File: config.mk
export PLATFORM = sky130hd
export DESIGN_NAME = if_stage_flat
export DESIGN_NICKNAME = d
export VERILOG_FILES = /design/src/rtl/if_stage_pkg.sv /design/src/rtl/if_stage_if.sv /design/src/rtl/if_stage_mux.sv /design/src/rtl/if_stage.sv /design/src/flat_wrapper.sv
export SDC_FILE = /design/constraint.sdc
export NUM_CORES = 1
export LEC_CHECK = 0
export ABC_AREA = 1
export CORE_AREA = 8 8 209 211
export CTS_CLUSTER_DIAMETER = 100
export CTS_CLUSTER_SIZE = 8
export DETAILED_ROUTE_END_ITERATION = 16
export DIE_AREA = 0 0 217 219
export DONT_BUFFER_PORTS = 1
export GPL_ROUTABILITY_DRIVEN = 0
export PLACE_DENSITY = 0.38
export SYNTH_ARGS = -nofsm -noshare
export SYNTH_HDL_FRONTEND = slang
export SYNTH_HIERARCHICAL = 1
export SYNTH_SLANG_ARGS = --single-unit
File: constraint.sdc
create_clock -name clk -period 2.9 [get_ports clk]
set_clock_uncertainty 0.05 [all_clocks]
set_input_delay 0.145 -clock clk [delete_from_list [all_inputs] [get_ports clk]]
set_output_delay 0.145 -clock clk [all_outputs]
set_load 0.01 [all_outputs]
File: src/rtl/if_stage_pkg.sv
// ----------------------------------------------------------------------------
// if_stage_pkg
// Shared definitions for the instruction-fetch stage: default widths, the
// reset PC, the instruction size in bytes and the fetch FSM state type.
// No ports (package).
// ----------------------------------------------------------------------------
package if_stage_pkg;

   localparam int          ADDR_W_DEF   = 64;
   localparam int          INSTR_W_DEF  = 32;
   localparam logic [63:0] RESET_PC_DEF = 64'h0;
   localparam int          INSTR_BYTES  = 4;

   // S_REQ  : request outstanding to instruction memory
   // S_HOLD : a fetched instruction is parked while the pipe is stalled
   typedef enum logic {
      S_REQ  = 1'b0,
      S_HOLD = 1'b1
   } state_t;

endpackage

File: src/rtl/if_stage_if.sv
// ----------------------------------------------------------------------------
// if_stage_if
// Instruction-memory request/ready bus between the fetch stage and imem.
//   imem_req   : fetch request valid                    (master -> slave)
//   imem_addr  : fetch address                          (master -> slave)
//   imem_ready : request accepted, rdata valid same cycle (slave -> master)
//   imem_rdata : fetched instruction                    (slave -> master)
// ----------------------------------------------------------------------------
interface if_stage_if #(
   parameter int ADDR_W  = 64,
   parameter int INSTR_W = 32
);

   logic               imem_req;
   logic [ADDR_W-1:0]  imem_addr;
   logic               imem_ready;
   logic [INSTR_W-1:0] imem_rdata;

   modport master (
      output imem_req,
      output imem_addr,
      input  imem_ready,
      input  imem_rdata
   );

   modport slave (
      input  imem_req,
      input  imem_addr,
      output imem_ready,
      output imem_rdata
   );

endinterface

File: src/rtl/if_stage_mux.sv
// ----------------------------------------------------------------------------
// if_stage_mux
// 2:1 next-PC mux.
//   in_1   : selected when signal = 0 (sequential PC)
//   in_2   : selected when signal = 1 (branch target)
//   signal : select
//   out    : selected value
// ----------------------------------------------------------------------------
module if_stage_mux #(
   parameter int W = 64
) (
   input  logic [W-1:0] in_1,
   input  logic [W-1:0] in_2,
   input  logic         signal,
   output logic [W-1:0] out
);

   assign out = signal ? in_2 : in_1;

endmodule

File: src/rtl/if_stage.sv
// ----------------------------------------------------------------------------
// if_stage
// Instruction-fetch stage: holds the PC, fetches from instruction memory over
// a req/ready handshake and loads the IF/ID pipeline register. Handles stall,
// flush and branch redirect from downstream hazard/branch logic.
//   clk, reset      : clock, synchronous active-high reset
//   pc_src          : redirect to branch_target
//   branch_target   : redirect address (low two bits ignored)
//   stall           : hold PC and IF/ID
//   flush           : invalidate IF/ID, refetch current PC
//   imem            : instruction-memory bus (master side)
//   ifid_pc/instr   : IF/ID pipeline register contents
//   ifid_valid      : IF/ID holds a real instruction
// ----------------------------------------------------------------------------
module if_stage
   import if_stage_pkg::*;
#(
   parameter int                ADDR_W   = ADDR_W_DEF,
   parameter int                INSTR_W  = INSTR_W_DEF,
   parameter logic [ADDR_W-1:0] RESET_PC = ADDR_W'(RESET_PC_DEF)
) (
   input  logic               clk,
   input  logic               reset,
   input  logic               pc_src,
   input  logic [ADDR_W-1:0]  branch_target,
   input  logic               stall,
   input  logic               flush,
   if_stage_if.master         imem,
   output logic [ADDR_W-1:0]  ifid_pc,
   output logic [INSTR_W-1:0] ifid_instr,
   output logic               ifid_valid
);

   state_t             state, state_nxt;
   logic [ADDR_W-1:0]  pc, pc_nxt, pc_seq, target_aligned, pc_mux;
   logic [INSTR_W-1:0] hold_instr, hold_instr_nxt;
   logic [ADDR_W-1:0]  ifid_pc_nxt;
   logic [INSTR_W-1:0] ifid_instr_nxt;
   logic               ifid_valid_nxt;
   logic               hs;

   // Request is suppressed during reset so memory never sees a stray fetch.
   assign imem.imem_addr = pc;
   assign imem.imem_req  = (state == S_REQ) && !reset;
   assign hs             = imem.imem_req && imem.imem_ready;

   // Sequential PC wraps naturally modulo 2^ADDR_W.
   assign pc_seq         = pc + ADDR_W'(INSTR_BYTES);
   assign target_aligned = {branch_target[ADDR_W-1:2], 2'b00};

   if_stage_mux #(
      .W (ADDR_W)
   ) u_next_pc (
      .in_1   (pc_seq),
      .in_2   (target_aligned),
      .signal (pc_src),
      .out    (pc_mux)
   );

   // Next-state / datapath selection. Priority: pc_src > flush > stall.
   always_comb begin
      state_nxt      = state;
      pc_nxt         = pc;
      hold_instr_nxt = hold_instr;
      ifid_pc_nxt    = ifid_pc;
      ifid_instr_nxt = ifid_instr;
      ifid_valid_nxt = ifid_valid;

      if (pc_src) begin
         pc_nxt         = pc_mux;
         ifid_valid_nxt = 1'b0;
         state_nxt      = S_REQ;
      end else if (flush) begin
         // PC is kept so the dropped instruction is fetched again.
         ifid_valid_nxt = 1'b0;
         state_nxt      = S_REQ;
      end else begin
         case (state)
            S_REQ: begin
               if (hs) begin
                  if (stall) begin
                     hold_instr_nxt = imem.imem_rdata;
                     state_nxt      = S_HOLD;
                  end else begin
                     ifid_pc_nxt    = pc;
                     ifid_instr_nxt = imem.imem_rdata;
                     ifid_valid_nxt = 1'b1;
                     pc_nxt         = pc_mux;
                  end
               end else if (!stall) begin
                  ifid_valid_nxt = 1'b0;
               end
            end
            S_HOLD: begin
               if (!stall) begin
                  ifid_pc_nxt    = pc;
                  ifid_instr_nxt = hold_instr;
                  ifid_valid_nxt = 1'b1;
                  pc_nxt         = pc_mux;
                  state_nxt      = S_REQ;
               end
            end
            default: state_nxt = S_REQ;
         endcase
      end
   end

   // IF -> ID register boundary
   always_ff @(posedge clk) begin
      if (reset) begin
         state      <= S_REQ;
         pc         <= RESET_PC;
         hold_instr <= '0;
         ifid_pc    <= '0;
         ifid_instr <= '0;
         ifid_valid <= 1'b0;
      end else begin
         state      <= state_nxt;
         pc         <= pc_nxt;
         hold_instr <= hold_instr_nxt;
         ifid_pc    <= ifid_pc_nxt;
         ifid_instr <= ifid_instr_nxt;
         ifid_valid <= ifid_valid_nxt;
      end
   end

endmodule

File: src/flat_wrapper.sv
// flat-port wrapper written by rule: the top's interface ports become plain ports
module if_stage_flat import if_stage_pkg::*;
#(
   parameter int                ADDR_W   = ADDR_W_DEF,
   parameter int                INSTR_W  = INSTR_W_DEF,
   parameter logic [ADDR_W-1:0] RESET_PC = ADDR_W'(RESET_PC_DEF)
)
  (clk, reset, pc_src, branch_target, stall, flush, ifid_pc, ifid_instr, ifid_valid, imem_imem_req, imem_imem_addr, imem_imem_ready, imem_imem_rdata);
  if_stage_if #(.ADDR_W(ADDR_W), .INSTR_W(INSTR_W)) imem_i ();
  input  logic clk;
  input  logic reset;
  input  logic pc_src;
  input  logic [ADDR_W-1:0] branch_target;
  input  logic stall;
  input  logic flush;
  output logic [ADDR_W-1:0] ifid_pc;
  output logic [INSTR_W-1:0] ifid_instr;
  output logic ifid_valid;
  output wire logic [$bits(imem_i.imem_req)-1:0] imem_imem_req;
  output wire logic [$bits(imem_i.imem_addr)-1:0] imem_imem_addr;
  input wire logic [$bits(imem_i.imem_ready)-1:0] imem_imem_ready;
  input wire logic [$bits(imem_i.imem_rdata)-1:0] imem_imem_rdata;
  assign imem_imem_req = imem_i.imem_req;
  assign imem_imem_addr = imem_i.imem_addr;
  assign imem_i.imem_ready = imem_imem_ready;
  assign imem_i.imem_rdata = imem_imem_rdata;
  if_stage #(.ADDR_W(ADDR_W), .INSTR_W(INSTR_W), .RESET_PC(RESET_PC)) u_core (.clk(clk), .reset(reset), .pc_src(pc_src), .branch_target(branch_target), .stall(stall), .flush(flush), .imem(imem_i), .ifid_pc(ifid_pc), .ifid_instr(ifid_instr), .ifid_valid(ifid_valid));
endmodule
# After elaboration in Yosys (flattened, before gate mapping)

Cells that the tools add are included.

Register bits after elaboration: 194
Bits of input ports: 102
Output and inout port bits: 162
Word-level logic and storage cells: 44

Add/subtract/negate cells: 1
Equal/unequal tests: 6
Muxes and demuxes: 20
Bitwise logic cells: 3
Reductions and logical operators: 8

Operators by type and width:

| operator                                                        | number |
|---|---|
| 64-bit two-way mux                                              | 7 |
| 64-bit one-hot mux with 2 select lines                          | 2 |
| 32-bit two-way mux                                              | 3 |
| 64-bit by 3-bit adder with 64-bit output, second input constant | 1 |
| 32-bit one-hot mux with 2 select lines                          | 1 |
| 5-bit AND reduction                                             | 2 |
| 2-bit != test, second input constant                            | 3 |
| 3-bit by 2-bit != test with 1-bit output, second input constant | 2 |
| 1-bit two-way mux                                               | 5 |
| 1-bit one-hot mux with 2 select lines                           | 2 |
| 1-bit NOT                                                       | 3 |
| 3-bit AND reduction                                             | 1 |
| 3-bit OR reduction                                              | 1 |
| 1-bit logical AND                                               | 2 |
| 2-bit by 1-bit != test with 1-bit output, second input constant | 1 |
| 2-bit AND reduction                                             | 1 |
| 1-bit zero test                                                 | 1 |

# Logic depth before layout (Yosys ltp)

Gate-level depths: netlist of run 1.

Word-level depth: 7
Mapped depth: 14

# By module

Netlist of run 1, hierarchy kept.

By module, submodules not included:

| module       | times used | cells an instance | area each (sq um) | seq. area each (sq um) |
|---|---|---|---|---|
| if_stage     | 1          | 1387              | 9152.5            | 3883.7 |
| if_stage_mux | 1          | 206               | 844.6             | 0.0 |

# Worst setup path after synthesis of run 1

Ideal clock, no wire load.

Kind: register -> register
From: register u_core.pc[2], in the netlist u_core/imem.imem_addr[2]
To: register u_core.pc[34], in the netlist u_core/imem.imem_addr[34]
Setup time: 0.132 ns
Data arrival time: 1.707 ns
Path slack: 1.011 ns
Cell stages (with the launch flop): 12
Clock period less this slack: 1.889 ns
Cell sequence: dfxtp_1 > ha_1 > nand3_2 > inv_1 > nand2_2 > nor2_2 > nand2_1 > xnor2_1 > nand2_1 > nand2_1 > nand2_1 > a21oi_1

Word-level cells in the longest chain between the ends: 7

RTL lines:

| what                                         | line                           | source |
|---|---|---|
| start: declaration                           | if_stage.sv:35                 | `logic [ADDR_W-1:0] pc, pc_nxt, pc_seq, target_aligned, pc_mux;` |
| start signal: assignment                     | if_stage.sv:119                | `pc <= pc_nxt;` |
| 64-bit by 3-bit adder with 64-bit output (*) | if_stage.sv:48                 | `assign pc_seq = pc + ADDR_W'(INSTR_BYTES);` |
| via u_core.pc_seq[34]                        | if_stage.sv:35                 |  |
| 64-bit two-way mux (*)                       | if_stage_mux.sv:18             | `assign out = signal ? in_2 : in_1;` |
| via u_core.pc_mux[34]                        | if_stage.sv:35                 |  |
| 64-bit two-way mux                           | if_stage.sv:81, if_stage.sv:95 |  |
| 64-bit two-way mux                           | if_stage.sv:80                 | `if (hs) begin` |
| 64-bit one-hot mux with 2 select lines       | if_stage.sv:78                 | `case (state)` |
| 64-bit two-way mux                           | if_stage.sv:73                 | `end else if (flush) begin` |
| 64-bit two-way mux (*)                       | if_stage.sv:69                 | `if (pc_src) begin` |

Mark *: on every way through the listed nets, which the timed path passes. The rest lies on a longest branch. The select of a mux whose other input is x is not followed.
A chain may end at the register's enable or synchronous reset.

# Final worst setup path of run 1

From: register u_core.pc[11], in the netlist u_core/imem.imem_addr[11]
To: register u_core.pc[30], in the netlist u_core/imem.imem_addr[30]

The elaborated chain is that of the path after synthesis.

==> metrics.cfg, run 1 <==
[route]
ant_nets = 0
dr.pass1.iters = 5
first_iter_violations = 715
drt_wl_total_microns = 41800
wl_per_cell_microns = 18.4
via_per_inst = 4.64
drc = 0
vias = 10500

[grt]
grt_max_degree = 85
antenna_found_initial = 0
grt_pass1_vias = 10300
grt_pass1_wl_microns = 63300
overflow = 0
gr-usage-all-layers = 0.175

[logic_synthesis]
ys_ff_latch = 194
synthFlopType = dfxtp_1
yosysWarningCount = 6
syn_inst = 1593
yosysSeqAreaShare = 0.388
synth_edf_count = 0
synthDistinctLibCells = 30
syn-mean-instance-area_sq_um = 6.28
async_reset_ff_frac = 0
synth_area_sq_um = 10000

[final_layout]
final_cell_mix = nand2_1, nor2_1, dfxtp_1
fillers = 4563
area_growth_pct = 27.6
nets = 1827
final_area_sq_um = 12800
fin_util = 0.316
final_common_cell = nand2_1
layout-drive-gt1-share = 0.0547

[sta]
rsz0062_at_grt = no
setup_viol = 0
max_slew_margin = 0.448
max_freq_mhz = 370
drv_slew = 0
fin_hold_ws_ns = 0.0620
period_share = 0.933
layout_min_cycle_time_ns = 2.71
worst_slew_pin_slew_ns = 0.828
timing.setup.tns_ns = 0
hold_viol_final = 0

[critical_path]
r2r_start = u_core/imem.imem_addr[11]$_SDFFE_PP0P_
cp_data_arrival_time_ns = 3.09
startpoint_type = flip-flop
endpoint_kind = flip-flop
crit_path_max_fanout = 6
critPathKind = flip-flop to flip-flop
cp_data_required_time_ns = 3.29
worstSetupStartpoint = u_core/imem.imem_addr[11]$_SDFFE_PP0P_

[floorplanning]
rows = 74
start_util = 0.248
die_x_microns = 217
core_area_sq_um = 40400
top_level_ports = 264
fp.dieH_microns = 219
dieArea_sq_um = 47500

[place]
postPlaceCellArea_sq_um = 10400
place.detailed.hpwl_microns = 29200
io_buffer_count = 0

[pwr]
powerDensity_nw_per_um2 = 476
ir_drop_uv = 361
finalPower_uw = 6070
p_leak_uw = 0.00490

[cts]
clkTransAtPathRegs_ns = 0.08
clkLatencyLatePin_ns = 0.50
tritoncts = built
cts_sinks = 194
cts_root_buffer = clkbuf_16
cts_buffers = 17
h-tree-depth = 4
clock_path_buffers = 2

[hold_path]
min_path_type = input port to flip-flop
hold_start = pc_src

[job]
cap_violations = 0

[outcome]
status = completed

## critical path: stages (launching register included)
cell	delay, ns
dfxtp_1	0.51
nand2_1	0.16
nor2_1	0.18
nand2_1	0.09
nor2_1	0.21
nand2_1	0.30
xnor2_1	0.24
nand2_1	0.07
nand2_1	0.08
nand2_1	0.05
a21oi_1	0.14
dlygate4sd3_1	0.55
## final timing paths
| kind | endpoint | slack [ns] | depth (start not counted) |
|---|---|---|---|
| max | u_core/imem.imem_addr[30]$_SDFFE_PP0P_ | 0.19 | 11 |
| min | u_core/imem.imem_addr[52]$_SDFFE_PP0P_ | 0.06 | 5 |
| max reg2reg | u_core/imem.imem_addr[30]$_SDFFE_PP0P_ | 0.19 | 11 |
| min reg2reg | u_core/hold_instr[29]$_SDFFE_PP0P_ | 0.47 | 2 |
## logic make-up after synthesis
kind of cell / count (synthesis) / share of synthesized area
flops: 194 / 0.388
fa+ha+maj: 1 / 0.00125
simple gates: 957 / 0.381
buf+inv: 157 / 0.0752
other cells: 1 / 0.000375
xor+xnor: 31 / 0.0272
compound gates: 252 / 0.126
## area by class of cell
type	instances	area, sq um	share of cell area
multi-input combinational	1243	5380	0.422
inverter	68	258	0.0202
tap	532	666	0.0522
antenna	1	2.50	0.000196
timing repair buffer	200	1970	0.154
clock inverter	13	139	0.0109
clock buffer	19	453	0.0355
sequential	194	3890	0.305
## routing by layer
metal	GRT usage	wire length, microns	up-vias	part of all wire
met1	0.210	18300	4933	0.44
met5	0	0	-	0
met2	0.286	19500	243	0.47
li1	-	-	5313	-
met4	0.0685	1150	0	0.027
met3	0.0567	2860	44	0.068
## cell usage after synthesis (6+ instances only)
cell type / n / share of area
nand2_1: 511 / 0.19
nor2_1: 336 / 0.13
dfxtp_1: 194 / 0.39
o21ai_0: 132 / 0.066
a21oi_1: 86 / 0.043
nand3_1: 79 / 0.040
inv_1: 62 / 0.023
o21ai_1: 34 / 0.017
clkbuf_1: 31 / 0.012
buf_2: 27 / 0.014
xnor2_1: 20 / 0.018
nand4_1: 12 / 0.0075
xor2_1: 11 / 0.0096
buf_1: 9 / 0.0034
buf_4: 7 / 0.0053
clkbuf_8: 6 / 0.0083
nor2_2: 6 / 0.0038
## registers in the layout (all words and copies together), names as in the netlist
| name | cells |
|---|---|
| u_core/ifid_pc | 64 |
| u_core/imem.imem_addr | 64 |
| u_core/hold_instr | 32 |
| u_core/ifid_instr | 32 |
| u_core/ifid_valid | 1 |
| u_core/state | 1 |
## where the power goes
group          total (uW)  internal [uW]  switching (uW)
registers            2900           2750             153
clock network        2480           1260            1220
logic                 687            313             374
## through the flow
| step | cells | setup WS (ns) |
|---|---|---|
| floorplan | 1594 | 1.01 |
| global placement | 2069 | 0.648 |
| detailed placement | 2069 | 0.595 |
| CTS | 2269 | 0.0432 |
| global route | 2269 | 0.000153 |
| finish | 2270 | 0.194 |
## timing repair
| item | 4_1_cts | 5_1_grt |
|---|---|---|
| gates resized for setup | 0 | 10 |
| hold buffers | 168 | 0 |
| setup buffers | 0 | 0 |
| endpoints found under the hold margin | 130 | 0 |
| setup endpoints to repair | 0 | 31 |
(Power assumes the default switching activity.)
==> run 2: changes to the inputs <==
--- a/config.mk
+++ b/config.mk
@@ -14,6 +14,7 @@
 export DONT_BUFFER_PORTS = 1
 export GPL_ROUTABILITY_DRIVEN = 0
 export PLACE_DENSITY = 0.38
+export SETUP_SLACK_MARGIN = 0.4
 export SYNTH_ARGS = -nofsm -noshare
 export SYNTH_HDL_FRONTEND = slang
 export SYNTH_HIERARCHICAL = 1
==> run 2 against run 1 <==
Non-clock buffer count down 33. Setup slack better by 0.45 ns. First-iteration DRC count down 3.9%. Critical path type unchanged. Largest cell class unchanged.
==> metrics.cfg, run 2 (synthesis gave the netlist of run 1 again) <==
[grt]
grt_pass1_vias = 10200  ; -1.4%
gr-usage-all-layers = 0.174  ; -0.000906
overflow = 0  ; unchanged
antenna_found_initial = 0  ; unchanged
grt_max_degree = 85  ; unchanged
grt_pass1_wl_microns = 62800  ; -0.70%

[pwr]
p_leak_uw = 0.00469  ; -4.4%
finalPower_uw = 6040  ; -0.57%
ir_drop_uv = 362  ; +0.22%
switching_share = 0.289  ; +0.000693
internal-power_uw = 4290  ; -0.67%
p_seq_frac = 0.481  ; +0.003
p_clk_frac = 0.411  ; +0.002
powerDensity_nw_per_um2 = 487  ; +2.3%
power.share.combinational = 0.108  ; -0.005
p_switching_uw = 1740  ; -0.34%

[route]
via_per_inst = 4.64  ; about the same
wl_per_cell_microns = 18.6  ; +0.73%
first_iter_violations = 687  ; -3.9%
drt_wl_total_microns = 41500  ; -0.78%
vias = 10400  ; -1.6%
dr.pass1.iters = 5  ; unchanged
ant_nets = 0  ; unchanged
drc = 0  ; unchanged

[floorplanning]
dieArea_sq_um = 47500  ; unchanged
rows = 74  ; unchanged
die_x_microns = 217  ; unchanged
top_level_ports = 264  ; unchanged
start_util = 0.248  ; unchanged
core_area_sq_um = 40400  ; unchanged
fp.dieH_microns = 219  ; unchanged

[place]
dp_cells = 2069  ; unchanged
place.detailed.hpwl_microns = 29200  ; unchanged
dp_slack_ns = 0.595  ; unchanged
io_buffer_count = 0  ; unchanged

[critical_path]
startpoint_type = flip-flop
path_cells = nand2_1, nor2_1, nand2_2, nor2_2, nand2_1, o21ai_0, nand2_1, nand2_1, nand2_1, nand2_1, a21oi_1
path_common_cell = nand2_1
endpoint_kind = flip-flop
cp_data_arrival_time_ns = 2.58  ; -0.51 ns
critPathBufInv = 0  ; -1
crit_path_max_fanout = 6  ; unchanged
cp_data_required_time_ns = 3.23  ; -0.06 ns
cp_slowest_cell = dfxtp_1
path_delay_family = simple AND/OR/NAND/NOR gates
r2r_start = u_core/imem.imem_addr[6]$_SDFFE_PP0P_
cp_slowest_stage_delay_ns = 0.51  ; -0.04 ns
critPathKind = flip-flop to flip-flop
worstSetupStartpoint = u_core/imem.imem_addr[6]$_SDFFE_PP0P_

[sta]
max_freq_mhz = 444  ; +20%
hold_viol_final = 0  ; unchanged
setup_viol = 0  ; unchanged
rsz0062_at_grt = no
worst_slew_pin_slew_ns = 0.845  ; +0.0163 ns
period_share = 0.777  ; -0.156
layout_min_cycle_time_ns = 2.25  ; -0.452 ns
timing.setup.tns_ns = 0  ; unchanged
drv_slew = 0  ; unchanged
max_slew_margin = 0.437  ; -0.0109
worst_slack_ns = 0.646  ; +0.452 ns

[outcome]
status = completed

[cts]
cts_hold_buf = 135  ; -20%
cts_resized = 0  ; unchanged
h-tree-depth = 4  ; unchanged
tritoncts = built
post_cts_buffers = 0  ; unchanged
cts_buffers = 17  ; unchanged
clkTransAtPathRegs_ns = 0.08  ; about the same
cts_root_buffer = clkbuf_16
clock_path_buffers = 2  ; unchanged
cts_sinks = 194  ; unchanged
clkLatencyLatePin_ns = 0.50  ; about the same

[final_layout]
layout-drive-gt1-share = 0.0516  ; -0.00305
final_cell_mix = nand2_1, nor2_1, dfxtp_1
area_growth_pct = 24.0
diodes = 0  ; -1
nets = 1794  ; -1.8%
fin_util = 0.307  ; -0.00880
final_common_cell = nand2_1
fin_cells = 2236  ; -1.5%

[hold_path]
hold_start = pc_src
min_path_type = input port to flip-flop

[job]
cap_violations = 0  ; unchanged

-- run 2: changes by cell type in the layout (fill, tap and decap cells not counted), moves of 2 or more --
cell           delta
buf_6             -2
buf_4             +2
dlygate4sd3_1    -33
dfxtp_1           +6
dfxtp_2           -6
-- run 2: area by class of cell --
cell class | count | area, sq um
Tap cell | 532 | 666
Clock inverter | 13 | 139
Sequential cell | 194 | 3880
Multi-Input combinational cell | 1243 | 5370
Timing Repair Buffer | 167 | 1630
Clock buffer | 19 | 453
Fill cell | 4578 | 28000
Inverter | 68 | 258
-- run 2: worst paths after layout --
check | end | slack [ns] | cells after the start
min reg2reg | u_core/hold_instr[29]$_SDFFE_PP0P_ | 0.47 | 2
min | u_core/imem.imem_addr[53]$_SDFFE_PP0P_ | 0.06 | 5
max reg2reg | u_core/imem.imem_addr[36]$_SDFFE_PP0P_ | 0.65 | 11
max | u_core/imem.imem_addr[36]$_SDFFE_PP0P_ | 0.65 | 11
-- run 2: worst reg2reg max path, stage by stage (launching register included) --
cell and delay [ns]:
dfxtp_1 0.51, nand2_1 0.16, nor2_1 0.18, nand2_2 0.13, nor2_2 0.21, nand2_1 0.31
o21ai_0 0.24, nand2_1 0.08, nand2_1 0.08, nand2_1 0.06, nand2_1 0.06, a21oi_1 0.07
-- run 2: per-layer routing --
metal,global-route usage,share of wire
met5,0,0
met4,0.0715,0.030
met3,0.0567,0.070
met2,0.283,0.46
met1,0.209,0.44
-- run 2: metrics by stage --
step / hold slack (ns) / area, sq um
6_report: 0.0572 / 12400
5_1_grt: 0.0291 / 12400
4_1_cts: 0.00173 / 12400
3_5_place_dp: 0.214 / 10400
3_3_place_gp: 0.214 / 10400
2_1_floorplan: 0.230 / 10000
-- run 2: power by group through the flow --
stage	clock network, uW	registers (uW)	logic, uW
floorplan	0	2920	373
global placement	0	2970	467
detailed placement	0	2970	473
CTS	2610	2910	662
global route	2710	2920	734
finish	2480	2900	653
==> run 3: changes to the inputs <==
==> constraint.sdc (replaced) <==
create_clock -name clk -period 2.1 [get_ports clk]
set_clock_uncertainty 0.05 [all_clocks]
set_input_delay 0.105 -clock clk [delete_from_list [all_inputs] [get_ports clk]]
set_output_delay 0.105 -clock clk [all_outputs]
set_load 0.01 [all_outputs]
==> run 3 against run 2 <==
The flow now finishes with violations (negative hold slack). Final area is 13% higher. Register-to-register slack lost 0.35 ns. Routed wire length grew 10%. First-iteration DRC count decreased by 1.9%. Worst hold slack worse by 0.39 ns. Flip-flop and latch count stayed put. Sequential share of layout area decreased by 2.8 points. Combinational power is 56% higher. Via count up 2.1%. Critical path type unchanged. Largest cell class unchanged. Highest routed layer unchanged.
==> metrics.cfg, run 3 (synthesis gave the netlist of run 1 again) <==
[pwr]
powerDensity_nw_per_um2 = 608  ; +25%
ir_drop_uv = 523  ; +44%
p_leak_uw = 0.00576  ; +23%

[final_layout]
layout-drive-gt1-share = 0.273  ; +0.222
fin_cells = 2269  ; +1.5%
nets = 1825  ; +1.7%
final_common_cell = nand2_1
final_area_sq_um = 14100  ; +13%
area_growth_pct = 40.6
final_cell_mix = nand2_1, nor2_1, dfxtp_1
fillers = 4398  ; -3.9%

[sta]
setup_viol = 0  ; unchanged
max_freq_mhz = 555  ; +25%
hold_viol_final = 64  ; +64
period_share = 0.858  ; +0.0809
drv_slew = 0  ; unchanged
worst_slack_ns = 0.298  ; -0.348 ns
rsz0062_at_grt = yes
fin_hold_ws_ns = -0.335  ; -0.392 ns
max_slew_margin = 0.632  ; +0.196
layout_min_cycle_time_ns = 1.80  ; -0.452 ns
worst_slew_pin_slew_ns = 0.551  ; -0.294 ns
timing.setup.tns_ns = 0  ; unchanged

[cts]
h-tree-depth = 4  ; unchanged
clkLatencyLatePin_ns = 0.49  ; about the same
cts_buffers = 17  ; unchanged
cts_sinks = 194  ; unchanged
cts_hold_buf = 40  ; -70%
clkTransAtPathRegs_ns = 0.08  ; about the same
clock_path_buffers = 2  ; unchanged
cts_root_buffer = clkbuf_16
tritoncts = built

[place]
postPlaceCellArea_sq_um = 11100  ; +6.0%
io_buffer_count = 0  ; unchanged
dp_slack_ns = 0.0990  ; -0.496 ns
dp_cells = 2137  ; +3.3%
place.detailed.hpwl_microns = 30300  ; +3.7%

[grt]
gr-usage-all-layers = 0.177  ; +0.00296
overflow = 0  ; unchanged
grt_pass1_wl_microns = 63800  ; +1.6%
grt_pass1_vias = 10100  ; -0.66%
grt_max_degree = 84  ; -1.2%
antenna_found_initial = 1  ; +1

[route]
vias = 10600  ; +2.1%
ant_nets = 0  ; unchanged
drc = 0  ; unchanged
via_per_inst = 4.67  ; +0.64%
drt_wl_total_microns = 45700  ; +10%
wl_per_cell_microns = 20.1  ; +8.5%
dr.pass1.iters = 6  ; +1
first_iter_violations = 674  ; -1.9%

[critical_path]
critPathKind = flip-flop to flip-flop
endpoint_kind = flip-flop
cp_data_arrival_time_ns = 2.18  ; -0.40 ns
cp_data_required_time_ns = 2.48  ; -0.75 ns
crit_path_max_fanout = 4  ; -2
reg2regPathDepth = 14  ; +3
startpoint_type = flip-flop

[floorplanning]
start_util = 0.248  ; unchanged
die_x_microns = 217  ; unchanged
dieArea_sq_um = 47500  ; unchanged
core_area_sq_um = 40400  ; unchanged
rows = 74  ; unchanged
fp.dieH_microns = 219  ; unchanged
top_level_ports = 264  ; unchanged

[outcome]
violations = negative hold slack
status = complete, but fails checks

[hold_path]
whs_path_depth = 1  ; -4
min_path_type = input port to flip-flop

[job]
cap_violations = 0  ; unchanged

[run 3: cell count changes in the layout (fill, tap and decap cells not counted), moves of 27 or more]
cell           previous run  this run
nand2_4                   1        31
nor2_4                    1        63
nand2_2                   4        58
dfxtp_1                 194       143
nor2_1                  336       247
buf_4                    31       115
nand2_1                 511       425
dlygate4sd3_1           133        40
nor2_2                    6        33
[run 3: metal layers]
metal	vias up	share of wire	global-route usage
met4	0	0.025	0.0651
met3	53	0.060	0.0581
met2	226	0.47	0.285
li1	5304	-	-
met5	-	0	0
met1	5005	0.44	0.217
[run 3: power by group]
part	total (uW)	switching, uW	internal [uW]
Clock	3580	1680	1900
Sequential	3940	149	3790
Combinational	1020	608	416
Total	8540	2440	6100
[run 3: path summary, 6_finish.rpt]
kind                                             to                                  start  slack [ns]
max reg2reg  u_core/imem.imem_addr[50]$_SDFFE_PP0P_  u_core/imem.imem_addr[2]$_SDFFE_PP0P_        0.30
min reg2reg      u_core/hold_instr[27]$_SDFFE_PP0P_     u_core/hold_instr[27]$_SDFFE_PP0P_        0.47
min           u_core/imem.imem_addr[2]$_SDFFE_PP0P_                                  reset       -0.33
max          u_core/imem.imem_addr[50]$_SDFFE_PP0P_  u_core/imem.imem_addr[2]$_SDFFE_PP0P_        0.30
[run 3: what timing repair did]
| item | 4_1_cts | 5_1_grt |
|---|---|---|
| cloned | 2 | 8 |
| pin swaps | 31 | 88 |
| endpoints found under the setup margin | 149 | 135 |
| buffers inserted | 20 | 28 |
| hold endpoints to repair | 131 | 64 |
| gates resized for setup | 153 | 270 |
[run 3: worst max-delay path, stage by stage (launching register included)]
cell     delay, ns
dfxtp_4       0.37
ha_4          0.14
nand3_4       0.09
inv_4         0.08
nand2_4       0.05
buf_6         0.13
nor2_4        0.17
buf_6         0.13
buf_6         0.09
nand4_1       0.08
nand2_1       0.07
nand2_1       0.05
nand2_1       0.06
nand2_1       0.05
a21oi_1       0.11
[run 3: cell type report]
type	count	area, sq um	share of cell area
Multi-Input combinational cell	1244	6520	0.464
Sequential cell	194	4010	0.285
Timing Repair Buffer	197	1980	0.141
Tap cell	532	666	0.0474
Clock buffer	19	433	0.0308
Inverter	68	267	0.0190
Clock inverter	13	175	0.0125
Antenna cell	2	5.00	0.000356
[run 3: through the flow]
step                total power [uW]   util
finish                          8540  0.348
global route                    8950  0.348
CTS                             8610  0.315
detailed placement              4840  0.274
global placement                4830  0.274
floorplan                       4560      -
